==> config.mk <==
export PLATFORM = sky130hd
export DESIGN_NAME = aes_fifo_sequencer
export DESIGN_NICKNAME = d
export VERILOG_FILES = /design/src/rtl/aes_fifo_sequencer.sv
export SDC_FILE = /design/constraint.sdc
export NUM_CORES = 1
export LEC_CHECK = 0
export ABC_AREA = 1
export CORE_AREA = 2 2 253 255
export DETAILED_ROUTE_END_ITERATION = 10
export DIE_AREA = 0 0 255 257
export PLACE_DENSITY_LB_ADDON = 0.1
export SYNTH_ARGS = -nofsm -noshare
export SYNTH_HDL_FRONTEND = slang
export SYNTH_SLANG_ARGS = --single-unit
==> constraint.sdc <==
create_clock -name s00_axi_aclk -period 1.75 [get_ports s00_axi_aclk]
set_input_delay 0.35 -clock s00_axi_aclk [delete_from_list [all_inputs] [get_ports s00_axi_aclk]]
set_output_delay 0.35 -clock s00_axi_aclk [all_outputs]
set_load 0.005 [all_outputs]
==> src/rtl/aes_fifo_sequencer.sv <==
// AES-256 FIFO sequencer: seed load, key generation, then per-command block encrypt/decrypt and store.
// Optional KG_WAIT/RUN watchdog is enabled by defining AES_SEQ_TIMEOUT_EN.
module aes_fifo_sequencer #(
    parameter int unsigned WORD_W     = 32,
    parameter int unsigned SEED_WORDS = 8,
    parameter int unsigned BLK_WORDS  = 4,
    parameter int unsigned TMO_CYC    = 4096
) (
    input  logic                         s00_axi_aclk,
    input  logic                         s00_axi_aresetn,
    input  logic                         seed_empty,
    input  logic [WORD_W-1:0]            seed_data,
    output logic                         seed_rd,
    input  logic                         din_empty,
    input  logic [WORD_W-1:0]            din_data,
    output logic                         din_rd,
    input  logic                         dout_full,
    output logic                         dout_wr,
    output logic [WORD_W-1:0]            dout_data,
    input  logic                         ctrl_wr,
    input  logic [1:0]                   ctrl_data,
    output logic                         kg_start,
    output logic [SEED_WORDS*WORD_W-1:0] kg_seed,
    input  logic                         kg_done,
    output logic                         aes_start,
    output logic                         aes_decrypt,
    output logic [BLK_WORDS*WORD_W-1:0]  aes_block,
    input  logic                         aes_done,
    input  logic [BLK_WORDS*WORD_W-1:0]  aes_result,
    output logic [31:0]                  reg_status
);
    localparam int unsigned SEED_W = SEED_WORDS * WORD_W;
    localparam int unsigned BLK_W  = BLK_WORDS * WORD_W;
    localparam int unsigned CNT_W  = $clog2((SEED_WORDS > BLK_WORDS) ? SEED_WORDS : BLK_WORDS);
    localparam logic [CNT_W-1:0] SEED_LAST = CNT_W'(SEED_WORDS - 1);
    localparam logic [CNT_W-1:0] BLK_LAST  = CNT_W'(BLK_WORDS - 1);

    typedef enum logic [2:0] {IDLE, LD_SEED, KG_WAIT, READY, LD_BLK, RUN, STORE} state_t;

    state_t             state_q, state_d;
    logic [CNT_W-1:0]   cnt_q, cnt_d;
    logic [SEED_W-1:0]  seed_q, seed_d;
    logic [BLK_W-1:0]   blk_q, blk_d;
    logic [BLK_W-1:0]   res_q, res_d;
    logic               kg_start_q, kg_start_d;
    logic               aes_start_q, aes_start_d;
    logic               dec_q, dec_d;
    logic               enc_busy_q, enc_busy_d;
    logic               dec_busy_q, dec_busy_d;
    logic               kg_fin_q, kg_fin_d;
    logic               cmd_ok;
    logic               tmo_hit;
    logic               tmo_err;

    assign cmd_ok = ctrl_wr && kg_fin_q && (ctrl_data == 2'b01 || ctrl_data == 2'b10);

    // State and datapath registers
    always_ff @(posedge s00_axi_aclk or negedge s00_axi_aresetn) begin
        if (!s00_axi_aresetn) begin
            state_q     <= IDLE;
            cnt_q       <= '0;
            seed_q      <= '0;
            blk_q       <= '0;
            res_q       <= '0;
            kg_start_q  <= 1'b0;
            aes_start_q <= 1'b0;
            dec_q       <= 1'b0;
            enc_busy_q  <= 1'b0;
            dec_busy_q  <= 1'b0;
            kg_fin_q    <= 1'b0;
        end else begin
            state_q     <= state_d;
            cnt_q       <= cnt_d;
            seed_q      <= seed_d;
            blk_q       <= blk_d;
            res_q       <= res_d;
            kg_start_q  <= kg_start_d;
            aes_start_q <= aes_start_d;
            dec_q       <= dec_d;
            enc_busy_q  <= enc_busy_d;
            dec_busy_q  <= dec_busy_d;
            kg_fin_q    <= kg_fin_d;
        end
    end

    // Next-state, FIFO handshakes and register updates
    always_comb begin
        state_d     = state_q;
        cnt_d       = cnt_q;
        seed_d      = seed_q;
        blk_d       = blk_q;
        res_d       = res_q;
        kg_start_d  = 1'b0;
        aes_start_d = 1'b0;
        dec_d       = dec_q;
        enc_busy_d  = enc_busy_q;
        dec_busy_d  = dec_busy_q;
        kg_fin_d    = kg_fin_q;
        seed_rd     = 1'b0;
        din_rd      = 1'b0;
        dout_wr     = 1'b0;
        case (state_q)
            IDLE: begin
                if (!seed_empty) begin
                    state_d  = LD_SEED;
                    cnt_d    = '0;
                    kg_fin_d = 1'b0;
                end
            end
            LD_SEED: begin
                if (!seed_empty) begin
                    seed_rd = 1'b1;
                    seed_d  = {seed_q[SEED_W-WORD_W-1:0], seed_data};
                    if (cnt_q == SEED_LAST) begin
                        cnt_d      = '0;
                        kg_start_d = 1'b1;
                        state_d    = KG_WAIT;
                    end else begin
                        cnt_d = cnt_q + CNT_W'(1);
                    end
                end
            end
            KG_WAIT: begin
                if (kg_done) begin
                    kg_fin_d = 1'b1;
                    state_d  = READY;
                end else if (tmo_hit) begin
                    kg_fin_d = 1'b0;
                    state_d  = IDLE;
                end
            end
            READY: begin
                // A valid command wins over newly arrived seed data
                if (cmd_ok) begin
                    enc_busy_d = (ctrl_data == 2'b01);
                    dec_busy_d = (ctrl_data == 2'b10);
                    dec_d      = ctrl_data[1];
                    cnt_d      = '0;
                    state_d    = LD_BLK;
                end else if (!seed_empty) begin
                    kg_fin_d = 1'b0;
                    cnt_d    = '0;
                    state_d  = LD_SEED;
                end
            end
            LD_BLK: begin
                if (!din_empty) begin
                    din_rd = 1'b1;
                    blk_d  = {blk_q[BLK_W-WORD_W-1:0], din_data};
                    if (cnt_q == BLK_LAST) begin
                        cnt_d       = '0;
                        aes_start_d = 1'b1;
                        state_d     = RUN;
                    end else begin
                        cnt_d = cnt_q + CNT_W'(1);
                    end
                end
            end
            RUN: begin
                if (aes_done) begin
                    res_d   = aes_result;
                    cnt_d   = '0;
                    state_d = STORE;
                end else if (tmo_hit) begin
                    enc_busy_d = 1'b0;
                    dec_busy_d = 1'b0;
                    kg_fin_d   = 1'b0;
                    state_d    = IDLE;
                end
            end
            STORE: begin
                if (!dout_full) begin
                    dout_wr = 1'b1;
                    res_d   = res_q << WORD_W;
                    if (cnt_q == BLK_LAST) begin
                        cnt_d      = '0;
                        enc_busy_d = 1'b0;
                        dec_busy_d = 1'b0;
                        state_d    = READY;
                    end else begin
                        cnt_d = cnt_q + CNT_W'(1);
                    end
                end
            end
            default: state_d = IDLE;
        endcase
    end

`ifdef AES_SEQ_TIMEOUT_EN
    localparam int unsigned TMO_W = $clog2(TMO_CYC);
    logic [TMO_W-1:0] tmo_cnt_q;
    logic             tmo_err_q;
    logic             waiting;

    assign waiting = (state_q == KG_WAIT) || (state_q == RUN);
    assign tmo_hit = waiting && (tmo_cnt_q == TMO_W'(TMO_CYC - 1));
    assign tmo_err = tmo_err_q;

    // Watchdog: a done arriving on the terminal cycle still wins
    always_ff @(posedge s00_axi_aclk or negedge s00_axi_aresetn) begin
        if (!s00_axi_aresetn) begin
            tmo_cnt_q <= '0;
            tmo_err_q <= 1'b0;
        end else begin
            tmo_cnt_q <= (waiting && !tmo_hit) ? tmo_cnt_q + TMO_W'(1) : '0;
            if (tmo_hit && ((state_q == KG_WAIT && !kg_done) || (state_q == RUN && !aes_done)))
                tmo_err_q <= 1'b1;
        end
    end
`else
    assign tmo_hit = 1'b0;
    assign tmo_err = 1'b0;
`endif

    assign kg_start    = kg_start_q;
    assign kg_seed     = seed_q;
    assign aes_start   = aes_start_q;
    assign aes_decrypt = dec_q;
    assign aes_block   = blk_q;
    assign dout_data   = (state_q == STORE) ? res_q[BLK_W-1 -: WORD_W] : '0;
    assign reg_status  = {28'd0, tmo_err, kg_fin_q, dec_busy_q, enc_busy_q};

endmodule

Word-level counts from Yosys, hierarchy flattened
Cells that the tools add are included.

Add/subtract/negate cells: 1. Equality and inequality tests: 20. Mux-type cells: 46. Bitwise gates (word level): 2. Reduce and logical (&&, ||, !) cells: 16.

Operators with widths (count): $mux 128 (2); $pmux 128 s2 (1); $mux 3 (18); $mux 32 (1); $pmux 3 s7 (1); $ne 2x2->1 const B (10); $mux 1 (19); $pmux 3 s6 (1); $eq 3x3->1 const B (4); $eq 3x2->1 const B (3); $reduce_and 8->1 (1); $reduce_and 2->1 (3); $reduce_and 3->1 (2); $reduce_bool 6->1 (1); $reduce_and 5->1 (1); $pmux 1 s2 (2); $reduce_and 4->1 (1); $reduce_bool 2->1 (2); $add 3x1->3 const B (1); $eq 3x1->1 const B (1); $logic_not 3->1 (1); $pmux 1 s3 (1); $reduce_bool 3->1 (1); $eq 2x1->1 const B (1); 4 further kinds (6).

Register bits: 524. Input bits: 202. Output and inout port bits: 454. Word-level logic and storage cells: 96.

Logic depth before layout (Yosys ltp)
Gate-level depths: netlist of the first run.

Depth after elaboration: 5. Depth in mapped cells: 10. Mapped depth without buffers: 9.

Worst setup path before layout of the first run
No wires, ideal clock.

Kind: register to output. From: register state_q[2]. To: output port dout_data[10]. Arrival time: 1.328 ns. Data required time: 1.400 ns. Setup slack: 0.072 ns. Stages on the path, launching flop included: 9. Path buffers: 4. Cell sequence: dfrtp_1 buf_4 inv_2 nor2_4 nand2_2 buf_6 buf_6 buf_2 nor2_1.

Longest elaborated chain between the ends: 2.

RTL lines: start, declared (RTL line 40) `state_t state_q, state_d;`; start signal, assigned (RTL line 72) `state_q <= state_d;`; $eq 3x3->1 (RTL line 220) `assign dout_data = (state_q == STORE) ? res_q[BLK_W-1 -: WORD_W] : '0;`; $mux 32 (RTL line 220); end, declared (RTL line 19) `output logic [WORD_W-1:0] dout_data,`.

Every way passes these cells.

Worst setup path in the final report of the first run
From: register state_q[2]. To: output port dout_data[12].

The elaborated chain is that of the path after synthesis.

==> key figures, run 1 <==
Layout
  • Most frequent cells in the layout: nand2_1 (1040), dfrtp_1 (520), dlygate4sd2_1 (381)
  • Nets: roughly 3600
  • Layout fillers: roughly 5600
  • Antenna fix cells: 0
  • Cell area after layout: 35300 um^2
  • Syn-to-layout area delta: 61.6%
  • Most common cell after layout, fill and taps aside: nand2_1
  • Fraction of layout cells with a size suffix above 1: 0.209

Route
  • DR vias/cell: 4.71
  • Routed WL: 83900 um
  • Vias: roughly 20000
  • DR top layer: met4
  • DRC: 0
  • DR WL met2: 40100 um
  • Drt pass-1 iters: 5
  • Met3 wire length: 6380 um
  • Met1 WL: roughly 34000 um
  • DR WL/cell: 19.4 um
  • Initial DRC Count: 1397
  • Antenna Nets Post-Route: 0

Timing
  • Final worst slack: -0.539 ns
  • RSZ-0062 raised after global routing: yes
  • Final Hold Fails: 0
  • Layout Skew: 0.0240 ns
  • Fin. max-slew vios: 0
  • Slew headroom: 0.631
  • Setup violators final: ~520
  • Fmax: 0.437 GHz
  • Sum Neg Setup Slack: -122.14 ns
  • Worst slew pin tran: 0.554 ns
  • Final worst path period share: 1.31
  • Period minus WS final: 2.29 ns

Logic synthesis
  • Synth Register Bits: 524
  • Cell variety after synth: 23
  • Register area share after synthesis: 0.601
  • Synthesized area: 21800 um^2
  • Syn_area_per_cell: 8.49 um^2
  • Synth warnings: 0
  • Synth Instances: 2573

Critical path
  • WS Path Type: reg -> out
  • Worst path cell trace: inv_2 > nor2_4 > nand2_8 > buf_12 > buf_16 > buf_4 > nor2_4 > buf_2
  • Worst endpoint data arrival time: 1.94 ns
  • Critical Path RT: 1.40 ns
  • Critical-path maximum fanout: 5
  • Critical path startpoint category: flip-flop
  • Crit end category: primary output
  • CP max-delay cell: dfrtp_1
  • Slowest cell delay on critical path: 0.36 ns
  • CP most frequent cell: nor2_4

Clock tree
  • Worst-Skew Late Latency: 0.62 ns
  • CTS Buffer Depth: 3
  • Clock Sinks: about 520
  • H-tree levels: 2
  • Root Buffer: clkbuf_16
  • CTS tree: done
  • Num CTS Buffers: 58
  • Reg clk slew, reported paths: 0.05 ns

Power
  • P per Cell Area: 1530 nW/um^2
  • VDD IR-drop max: 0.000874 V
  • Leakage: ~19 nW
  • Pwr Total: 0.0538 W

Floorplan
  • Core ar.: 62700 um^2
  • Starting density of the core: 0.348
  • Die Area: approximately 66000 um^2
  • Die H: 257 um
  • Chip width: 255 um
  • # rows: 92
  • Boundary pin count: between 600 and 700

GRT
  • Total Routing Usage GR: 0.229
  • Antenna violations before repair: 0
  • First-pass GRT wire length: about 120000 um
  • Largest net degree at the start of global routing: 132
  • GRT Residual Overflow: 0
  • Number of global-route vias before repair: 19159

Placement
  • RePlAce Congestion: 0.915
  • DP HPWL: 53400 um
  • Placed Area: 29600 um^2
  • Count of input and output buffers: 626

Run status
  • Violated checks: setup timing
  • Outcome: finished with violations

Worst hold path
  • Hold Crit Class: in -> async

Job
  • MaxCap Viol Count: 0
## where the power goes
| part | total [W] | switching (W) | internal (W) | leakage (nW) |
|---|---|---|---|---|
| Clock | 0.0125 | 0.00504 | 0.00745 | 0.956 |
| Combinational | 0.0216 | 0.0113 | 0.0103 | 11.7 |
| Sequential | 0.0198 | 0.00291 | 0.0169 | 6.68 |
| Total | 0.0538 | 0.0192 | 0.0346 | 19.4 |
## state kept, by name, indices dropped and copies added (netlist names)
register,flops
kg_seed,256
aes_block,128
res_q,128
cnt_q,3
state_q,3
aes_decrypt,1
aes_start,1
dec_busy_q,1
enc_busy_q,1
kg_fin_q,1
kg_start,1
## final timing paths
path,startpoint,to,slack [ns],cells after the start
max,state_q[2],dout_data[12],-0.54,8
min,s00_axi_aresetn,kg_seed[206],0.22,2
max reg2reg,state_q[0],res_q[38],-0.51,15
min reg2reg,kg_seed[235],kg_seed[235],0.47,2
max in group asynchronous,s00_axi_aresetn,res_q[52],0.71,4
min in group s00_axi_aclk,seed_data[23],kg_seed[23],0.26,3
## critical path: cells and delay by family, from the launching register on
kind                   cells  cell delay, ns
flip-flops                 1            0.36
AND/OR/NAND/NOR            3            0.37
buffers and inverters      5            0.59
## per-stage QoR
step | hold WS, ns | setup slack [ns] | cells | utilization
global route | 0.212 | -0.597 | 4330 | 0.563
finish | 0.220 | -0.539 | 4330 | 0.563
detailed placement | 0.247 | -0.265 | 4003 | 0.472
CTS | 0.199 | -0.567 | 4243 | 0.519
floorplan | 0.0544 | 0.0724 | 2601 | -
global placement | 0.245 | -0.233 | 4003 | 0.472
## timing repair
item                                    in CTS  in global routing
hold buffers                                 1                  0
hold endpoints to repair                   173                  0
buffers inserted                           126                 43
gates cloned                                10                 51
resized for setup                          635                475
pin swaps                                   16                 32
endpoints found under the setup margin     885                538
## cell type report
type | instances | area, um^2 | share of cell area
Clock buffer | 88 | 1760 | 0.0497
Multi-Input combinational cell | 1704 | 8330 | 0.236
Inverter | 185 | 714 | 0.0202
Clock inverter | 16 | 191 | 0.00542
Sequential cell | 524 | 13100 | 0.372
Timing Repair Buffer | 967 | 10100 | 0.287
Tap cell | 846 | 1060 | 0.0300
## Yosys cell counts, drive strengths merged
cell type | n | share of area
o211ai | 2 | 0.00069
conb | 1 | 0.00017
nor2 | 46 | 0.0084
nor3 | 1 | 0.00023
o21ai | 424 | 0.097
nand3 | 53 | 0.012
dfrtp | 524 | 0.60
clkbuf | 61 | 0.011
inv | 185 | 0.032
nand2 | 1133 | 0.20
buf | 128 | 0.037
ha | 6 | 0.0034
nand4 | 9 | 0.0026
## layer usage
layer	track usage	up-vias
li1	-	9724
met1	0.295	9795
met2	0.367	735
met3	0.0609	153
met4	0.0892	0
met5	0	-
## logic make-up after synthesis
logic type / synth area share
simple gates: 0.218
flops: 0.601
compound gates: 0.0980
buf+inv: 0.0794
fa+ha+maj: 0.00344
other cells: 0.000172
Power figures use the tool's default switching activity.
==> run 2: changes to the inputs <==
==> constraint.sdc (replaced) <==
create_clock -name s00_axi_aclk -period 1.75 [get_ports s00_axi_aclk]
set_input_delay 0.2625 -clock s00_axi_aclk [delete_from_list [all_inputs] [get_ports s00_axi_aclk]]
set_output_delay 0.2625 -clock s00_axi_aclk [all_outputs]
set_load 0.005 [all_outputs]
==> run 2 against run 1 <==
Compared with the run above: the run still ends with setup timing left; worst hold slack worse by 0.081 ns; sequential power grew 2%; clock power decreased by 4%.
==> key figures, run 2 (synthesis gave the netlist of run 1 again) <==
Run status
  • Outcome: finished with violations
  • Violated checks: setup timing

Route
  • Vias: 21074
  • DR vias/cell: 4.84
  • Routed WL: 89900 um
  • DR WL/cell: 20.7 um
  • Drt pass-1 iters: 5
  • Antenna Nets Post-Route: 0
  • Initial DRC Count: 1383
  • DRC: 0

Clock tree
  • Root Buffer: clkbuf_16
  • CTS Buffer Depth: 3
  • Reg clk slew, reported paths: 0.06 ns
  • Num CTS Buffers: 56
  • Clock Sinks: 524
  • CTS tree: done
  • H-tree levels: 2
  • Worst-Skew Late Latency: 0.61 ns

Worst hold path
  • Hold Crit Class: in -> async

GRT
  • Antenna violations before repair: 1
  • GRT Residual Overflow: 0
  • Number of global-route vias before repair: 19783
  • First-pass GRT wire length: 118000 um
  • Total Routing Usage GR: 0.232
  • Largest net degree at the start of global routing: 91

Timing
  • Final worst slack: -0.367 ns
  • Final Hold Fails: 0
  • Setup violators final: 505
  • Fmax: 0.472 GHz
  • Final worst path period share: 1.21
  • Final hold slack: 0.139 ns
  • RSZ-0062 raised after global routing: yes
  • Layout Skew: 0.0147 ns
  • Period minus WS final: between 2 and 2.5 ns
  • Fin. max-slew vios: 0

Critical path
  • RR Endpoint: kg_seed[247]
  • R2R Setup Slk: -0.27 ns
  • Crit end category: primary output
  • CP endpoint: dout_data[28]
  • Critical Path RT: 1.49 ns
  • Worst R2R Path Depth: 15
  • Critical path startpoint category: flip-flop
  • Worst endpoint data arrival time: 1.85 ns
  • Reg2Reg Launch Point: state_q[0]
  • Critical-path maximum fanout: 5
  • Worst Setup SP: state_q[0]
  • WS Path Type: reg -> out

Floorplan
  • Chip width: 255 um
  • Die Area: 65500 um^2
  • Core ar.: 62700 um^2
  • # rows: just over 90
  • Starting density of the core: 0.348
  • Die H: 257 um
  • Boundary pin count: about 660

Placement
  • RePlAce Congestion: 0.864
  • DP Cell Count: 3991
  • DP HPWL: between 50000 and 60000 um
  • Count of input and output buffers: 626

Job
  • MaxCap Viol Count: 0

Layout
  • Layout fillers: 5467
  • Fraction of layout cells with a size suffix above 1: 0.275
  • Nets: between 3000 and 4000
  • Antenna fix cells: 0
  • Finished Layout Cells: 4351
  • Syn-to-layout area delta: 70.4%
  • Most common cell after layout, fill and taps aside: nand2_1
  • Most frequent cells in the layout: nand2_1 (822), dfrtp_1 (519), dlygate4sd2_1 (369)
  • Max reg flops: around 260

Power
  • P per Cell Area: 1520 nW/um^2
  • VDD IR-drop max: 0.000914 V
  • Leakage: 19.9 nW
-- run 2: cell count changes in the layout (fill, tap and decap cells not counted), sizes merged --
cell / before / now
clkbuf: 124 / 159
clkdlybuf4s50: 205 / 220
dlygate4sd2: 381 / 369
buf: 338 / 332
bufbuf: 3 / 0
clkdlybuf4s15: 3 / 0
clkinvlp: 3 / 0
clkinv: 9 / 7
bufinv: 4 / 3
nand2: 1134 / 1135
-- run 2: layout make-up --
cell class | instances | area [um^2] | area share
sequential | 524 | 13100 | 0.353
timing repair buffer | 991 | 11100 | 0.300
multi-input combinational | 1705 | 9340 | 0.251
clock buffer | 90 | 1700 | 0.0457
tap | 846 | 1060 | 0.0285
inverter | 185 | 702 | 0.0189
clock inverter | 10 | 136 | 0.00367
-- run 2: per-layer routing --
metal	vias up	global-route usage	part of all wire	wire, um
met1	10291	0.296	0.41	36700
met5	-	0	0.00014	13
met3	173	0.0567	0.073	6520
met2	803	0.377	0.48	43000
met4	2	0.0947	0.041	3670
li1	9805	-	-	-
-- run 2: through the flow --
step	utilization	area (um^2)	total power, W	setup TNS, ns	worst slack (ns)
after floorplan	-	21900	0.0264	0	0.160
after global placement	0.470	29500	0.0382	-3.15	-0.0966
after detailed placement	0.470	29500	0.0385	-4.14	-0.100
after CTS	0.521	32700	0.0507	-49.83	-0.414
after global routing	0.593	37200	0.0598	-99.38	-0.454
final	0.593	37200	0.0566	-57.03	-0.367
-- run 2: power breakdown --
part	switching, W	leakage, nW	internal (W)
logic	0.0126	12.3	0.0118
registers	0.00334	6.68	0.0169
clock network	0.00491	0.903	0.00704
-- run 2: worst max-delay path, cell delays in order (launching register included) --
cell and delay [ns]:
dfrtp_2 0.43, nor2_4 0.18, buf_12 0.13, nand2_8 0.08, buf_6 0.14, buf_6 0.12
nor2_4 0.07, buf_2 0.11
-- run 2: repair_timing --
| item | in CTS | in global routing |
|---|---|---|
| pin swaps | 10 | 156 |
| resized for setup | 678 | 848 |
| setup endpoints to repair | 442 | 568 |
| cloned | 18 | 101 |
| hold buffers | 1 | 0 |
| hold endpoints to repair | 283 | 0 |
| buffers inserted | 126 | 33 |
-- run 2: worst min path at each step --
stage / startpoint / slack, ns / endpoint
2_1_floorplan: s00_axi_aresetn / -0.03 / aes_block[0]
5_1_grt: s00_axi_aresetn / 0.13 / res_q[94]
6_report: s00_axi_aresetn / 0.14 / res_q[94]
3_3_place_gp: s00_axi_aresetn / 0.16 / res_q[94]
4_1_cts: s00_axi_aresetn / 0.11 / res_q[103]
3_5_place_dp: s00_axi_aresetn / 0.16 / res_q[94]
==> run 3: changes to the inputs <==
--- a/config.mk
+++ b/config.mk
@@ -6,9 +6,9 @@
 export NUM_CORES = 1
 export LEC_CHECK = 0
 export ABC_AREA = 1
-export CORE_AREA = 2 2 253 255
+export CORE_AREA = 2 2 257 259
 export DETAILED_ROUTE_END_ITERATION = 10
-export DIE_AREA = 0 0 255 257
+export DIE_AREA = 0 0 259 261
 export PLACE_DENSITY_LB_ADDON = 0.1
 export SYNTH_ARGS = -nofsm -noshare
 export SYNTH_HDL_FRONTEND = slang
==> constraint.sdc (replaced) <==
create_clock -name s00_axi_aclk -period 1.9 [get_ports s00_axi_aclk]
set_input_delay 0.285 -clock s00_axi_aclk [delete_from_list [all_inputs] [get_ports s00_axi_aclk]]
set_output_delay 0.285 -clock s00_axi_aclk [all_outputs]
set_load 0.005 [all_outputs]
==> run 3 against run 2 <==
Compared with the run above: the flow still finishes with violations (setup timing); utilization down 7.8 points; sequential share of layout area is 4.0 points higher; via count shrank 6.2%; global-route usage down 0.24 points; sequential power is 7% lower; worst hold slack improved by 0.048 ns; clock skew is 0.0098 ns higher; critical endpoint is now seed_rd; clock power fell by 3%; non-clock buffer count decreased by 146.
==> key figures, run 3 (synthesis gave the netlist of run 1 again) <==
Placement
  • RePlAce Congestion: 0.845
  • DP HPWL: 58200 um
  • Count of input and output buffers: about 630

Route
  • DR WL/cell: about 20 um
  • Routed WL: 86200 um
  • Initial DRC Count: 1501
  • Drt pass-1 iters: 5
  • Vias: 19758
  • Antenna Nets Post-Route: 0
  • DR vias/cell: 4.66
  • DR top layer: met5
  • DRC: 0
  • Met1 WL: 36100 um
  • DR WL met2: 40800 um
  • Met3 wire length: 6200 um

Timing
  • Layout Skew: 0.0245 ns
  • Final worst path period share: 1.10
  • Fmax: 0.479 GHz
  • Final Hold Fails: 0
  • RSZ-0062 raised after global routing: yes
  • Final hold slack: 0.187 ns
  • Period minus WS final: between 2 and 2.5 ns
  • Final worst slack: -0.186 ns
  • Setup violators final: ~310
  • Fin. max-slew vios: 0

Clock tree
  • Num CTS Buffers: 58
  • Clock Sinks: 524
  • CTS Buffer Depth: 3
  • H-tree levels: 2
  • Reg clk slew, reported paths: about 0.060 ns
  • Root Buffer: clkbuf_16
  • CTS tree: done
  • Worst-Skew Late Latency: between 0.6 and 0.7 ns

Layout
  • Most common cell after layout, fill and taps aside: nand2_1
  • Syn-to-layout area delta: 53.3%
  • Fraction of layout cells with a size suffix above 1: 0.130
  • Layout fillers: 6105
  • Area occupied by multi-input gates: 7420 um^2
  • Final core occ: 0.515
  • Most frequent cells in the layout: nand2_1 (1115), clkdlybuf4s50_1 (496), dfrtp_1 (490)
  • Max reg flops: ~260
  • Nets: 3526
  • Storage cell area: 13200 um^2

Run status
  • Violated checks: setup timing
  • Outcome: finished with violations

Critical path
  • Critical path startpoint category: flip-flop
  • WS Path Type: reg -> out
  • Worst endpoint data arrival time: about 1.8 ns
  • Worst R2R Path Depth: 13
  • Critical-path maximum fanout: 3
  • Critical Path RT: 1.62 ns
  • Crit end category: primary output

Power
  • Leakage: 17.3 nW
  • VDD IR-drop max: around 0.00087 V
  • P per Cell Area: roughly 1500 nW/um^2

GRT
  • GRT Residual Overflow: 0
  • Number of global-route vias before repair: approximately 19000
  • Total Routing Usage GR: 0.230
  • Largest net degree at the start of global routing: 132
  • First-pass GRT wire length: about 120000 um
  • Antenna violations before repair: 9

Job
  • MaxCap Viol Count: 0

Floorplan
  • # rows: 94
  • Core ar.: 65000 um^2
  • Chip width: 259 um
  • Die Area: ~68000 um^2
  • Boundary pin count: 656
  • Die H: 261 um
  • Starting density of the core: 0.336

Worst hold path
  • Hold Crit Class: in -> async
==> run 3: path summary, 6_finish.rpt <==
kind	start	endpoint	slack, ns
max in group asynchronous	s00_axi_aresetn	kg_seed[96]	0.95
min	s00_axi_aresetn	res_q[68]	0.19
min in group s00_axi_aclk	din_data[13]	aes_block[13]	0.20
min reg2reg	kg_seed[225]	kg_seed[225]	0.48
max	state_q[0]	seed_rd	-0.19
max reg2reg	state_q[2]	res_q[11]	-0.18
==> run 3: metal layers <==
layer / track usage / up-vias
li1: - / 9460
met1: 0.295 / 9539
met2: 0.369 / 625
met3: 0.0675 / 132
met4: 0.0824 / 2
met5: 0 / -
==> run 3: timing repair <==
action,CTS,global route
endpoints found under the setup margin,125,215
setup buffers,40,34
gates cloned,3,43
gates resized for setup,276,203
hold buffers,1,0
hold endpoints to repair,104,0
pin swaps,10,8
==> run 3: worst max-delay path, cell delays in order, from the launching register on <==
cell	delay, ns
dfrtp_2	0.43
buf_4	0.15
buf_6	0.11
buf_4	0.13
nand2_4	0.08
nor2_4	0.05
nand2_8	0.08
clkinv_8	0.06
buf_6	0.11
==> run 3: where the power goes <==
part	switching, W	internal, W
registers	0.00317	0.0156
clock network	0.00473	0.00686
logic	0.00940	0.00948
==> run 3: area by class of cell <==
type,instances,share of cell area
clock buffers,91,0.0513
multi-input cells,1704,0.222
well taps,864,0.0323
inverters,185,0.0212
clock inverters,17,0.00710
repair buffers,845,0.273
diodes,7,0.000523
flip-flops and latches,524,0.393
==> run 3: stage by stage <==
step | power, W | worst slack, ns | setup TNS [ns] | cell area [um^2] | instances
final | 0.0492 | -0.186 | -25.67 | 33500 | 4237
after global routing | 0.0522 | -0.263 | -50.99 | 33500 | 4237
after CTS | 0.0480 | -0.211 | -5.53 | 31800 | 4158
after detailed placement | 0.0358 | -0.0391 | -0.866 | 29500 | 4007
after global placement | 0.0356 | -0.0165 | -0.227 | 29500 | 4007
after floorplan | 0.0243 | 0.287 | 0 | 21900 | 2601
==> RTL edit, RTL diff (config.mk and constraints of run 1) <==
`WORD_W`: 32 -> 40.
--- a/src/rtl/aes_fifo_sequencer.sv
+++ b/src/rtl/aes_fifo_sequencer.sv
@@ -3,3 +3,3 @@
 module aes_fifo_sequencer #(
-    parameter int unsigned WORD_W     = 32,
+    parameter int unsigned WORD_W     = 40,
     parameter int unsigned SEED_WORDS = 8,
Ports: changed (6 resized); port bits go from 656 to 808. No check against the original RTL was run, so the function may have changed too.
==> RTL edit against run 1 <==
The run still ends with negative setup slack left; synthesized cell count is 23% higher; wire length grew 30%; final area grew 22%; core utilization up 12 points; worst setup slack improved by 17 ps; largest power group unchanged; total power up 25%; sequential cell count is 128 higher; critical endpoint is now dout_data[21]; synthesized area rose by 25%; fmax increased by 0.77%.
==> RTL edit: results (changes against run 1) <==
Placed cells -> 4728 (+18%)
Nets -> 4470 (+23%)
# setup viols final -> 502 (-3.6%)
Multi-Input Combinational -> 2095 (+23%)
Bufs w/o clock -> 1168 (+21%)
Overall Global Routing Usage -> 30.83% (+7.9 points)
Setup ws final -> -521.5 ps (+17.49 ps)
Worst path arrival time -> 1920 ps (-20 ps)
Worst R2R End -> res_q[69]$_DFFE_PN0P_
Number of global-route vias before repair -> 23880 (+25%)
Final Skew -> 21.00 ps (-2.989 ps)
Status -> finished, violations left
FILL cells -> 4896 (-13%)
Area of the multi-input gates -> 9916 sq um (+19%)
Iteration count of the initial detailed-routing pass -> 8 (+3)
Max-slew headroom -> 45.31% (-18 points)
Cts bufs inserted -> 72 (+24%)
Port bufs -> 778 (+24%)
Post-synthesis sequential area ratio -> 59.90% (-0.15 points)
Syn avg cell area -> 8.587 sq um (+1.2%)
Hold_ws -> 224.0 ps (+4.121 ps)
Crit Path Max Fanout -> 8 (+3)
Area growth from synthesis to layout -> 58.27%
Number of ordinary inverters in the final layout -> 225 (+22%)
Drt initial violations -> 2374 (+70%)
Failing checks -> negative setup slack
Path depth of the worst reg2reg path -> 13 (-2)
Setup Buffers After CTS -> 147 (+17%)
FFs & Latches -> 652 (+24%)
Clock buffers -> 105 (+19%)
Share of layout cells above drive strength 1 -> 18.88% (-2.0 points)
Final cell count without fillers -> 5131 (+18%)
Adder-cell area share of the yosys netlist -> 0.2756% (-0.068 points)
Diode count -> 16 (+16)
Switching part of the total -> 36.37% (+0.69 points)
Initial antenna violation count -> 20 (+20)
FF+latch area -> 16330 sq um (+25%)
NonClk Buf Share -> 29.17% (+0.49 points)
P_leak -> 0.02345 uW (+21%)
Synth cell count leaders -> nand2_1, dfrtp_1, o21ai_0, inv_1, buf_2
Max FFs per register -> 320 (+25%)
DP Worst Slack -> -347.0 ps (-81.58 ps)
Yosys cell types -> 24 (+4.3%)
Setup TNS -> -67930 ps (+54210 ps)
Largest net degree at the start of global routing -> 90 (-32%)
Slowest cell delay on critical path -> 410 ps (+50 ps)
Routability cong. -> 0.8991 (-1.7%)
H-tree lvl count -> 3 (+1)
Top cell family by delay on the critical path -> simple AND/OR/NAND/NOR gates
Post-synthesis compound-gate area fraction -> 9.798% (about the same)
First-pass GRT wire length -> 152.6 mm (+32%)
Post-Route WL -> 109.1 mm (+30%)
Max VDD drop -> 1.039 mV (+19%)
Vias per inst -> 5.017 (+6.5%)
Top post-synthesis cells by area -> dfrtp_1, nand2_1, o21ai_0, inv_1, buf_4
## RTL edit: worst max-delay path by stage
stage,slack [ps],cells past startpoint,to
after floorplan,80,7,dout_data[0]
after global placement,-340,5,seed_rd
after detailed placement,-350,5,seed_rd
after CTS,-510,6,dout_data[8]
after global routing,-590,6,dout_data[21]
final,-520,6,dout_data[21]
## RTL edit: logic make-up after synthesis
family / after synthesis
adder cells (fa/ha/maj): 6
AND/OR/NAND/NOR: 1530
flip-flops: 652
AO/OA/AOI/OAI: 530
buffers and inverters: 453
other: 1
## RTL edit: power by group through the flow
stage	clock (uW)	sequential (uW)	combinational [uW]
2_1_floorplan	0	25000	8570
3_3_place_gp	0	25600	22700
3_5_place_dp	0	25600	23000
4_1_cts	15300	25000	24100
5_1_grt	15900	25900	29000
6_report	15100	25300	26800
## RTL edit: layer usage
layer,up-vias,track usage [%],routed length (um)
li1,11970,-,-
met1,12440,40.27,43330
met2,1105,47.87,51250
met3,223,8.841,10180
met4,4,13.24,4339
met5,-,0,30
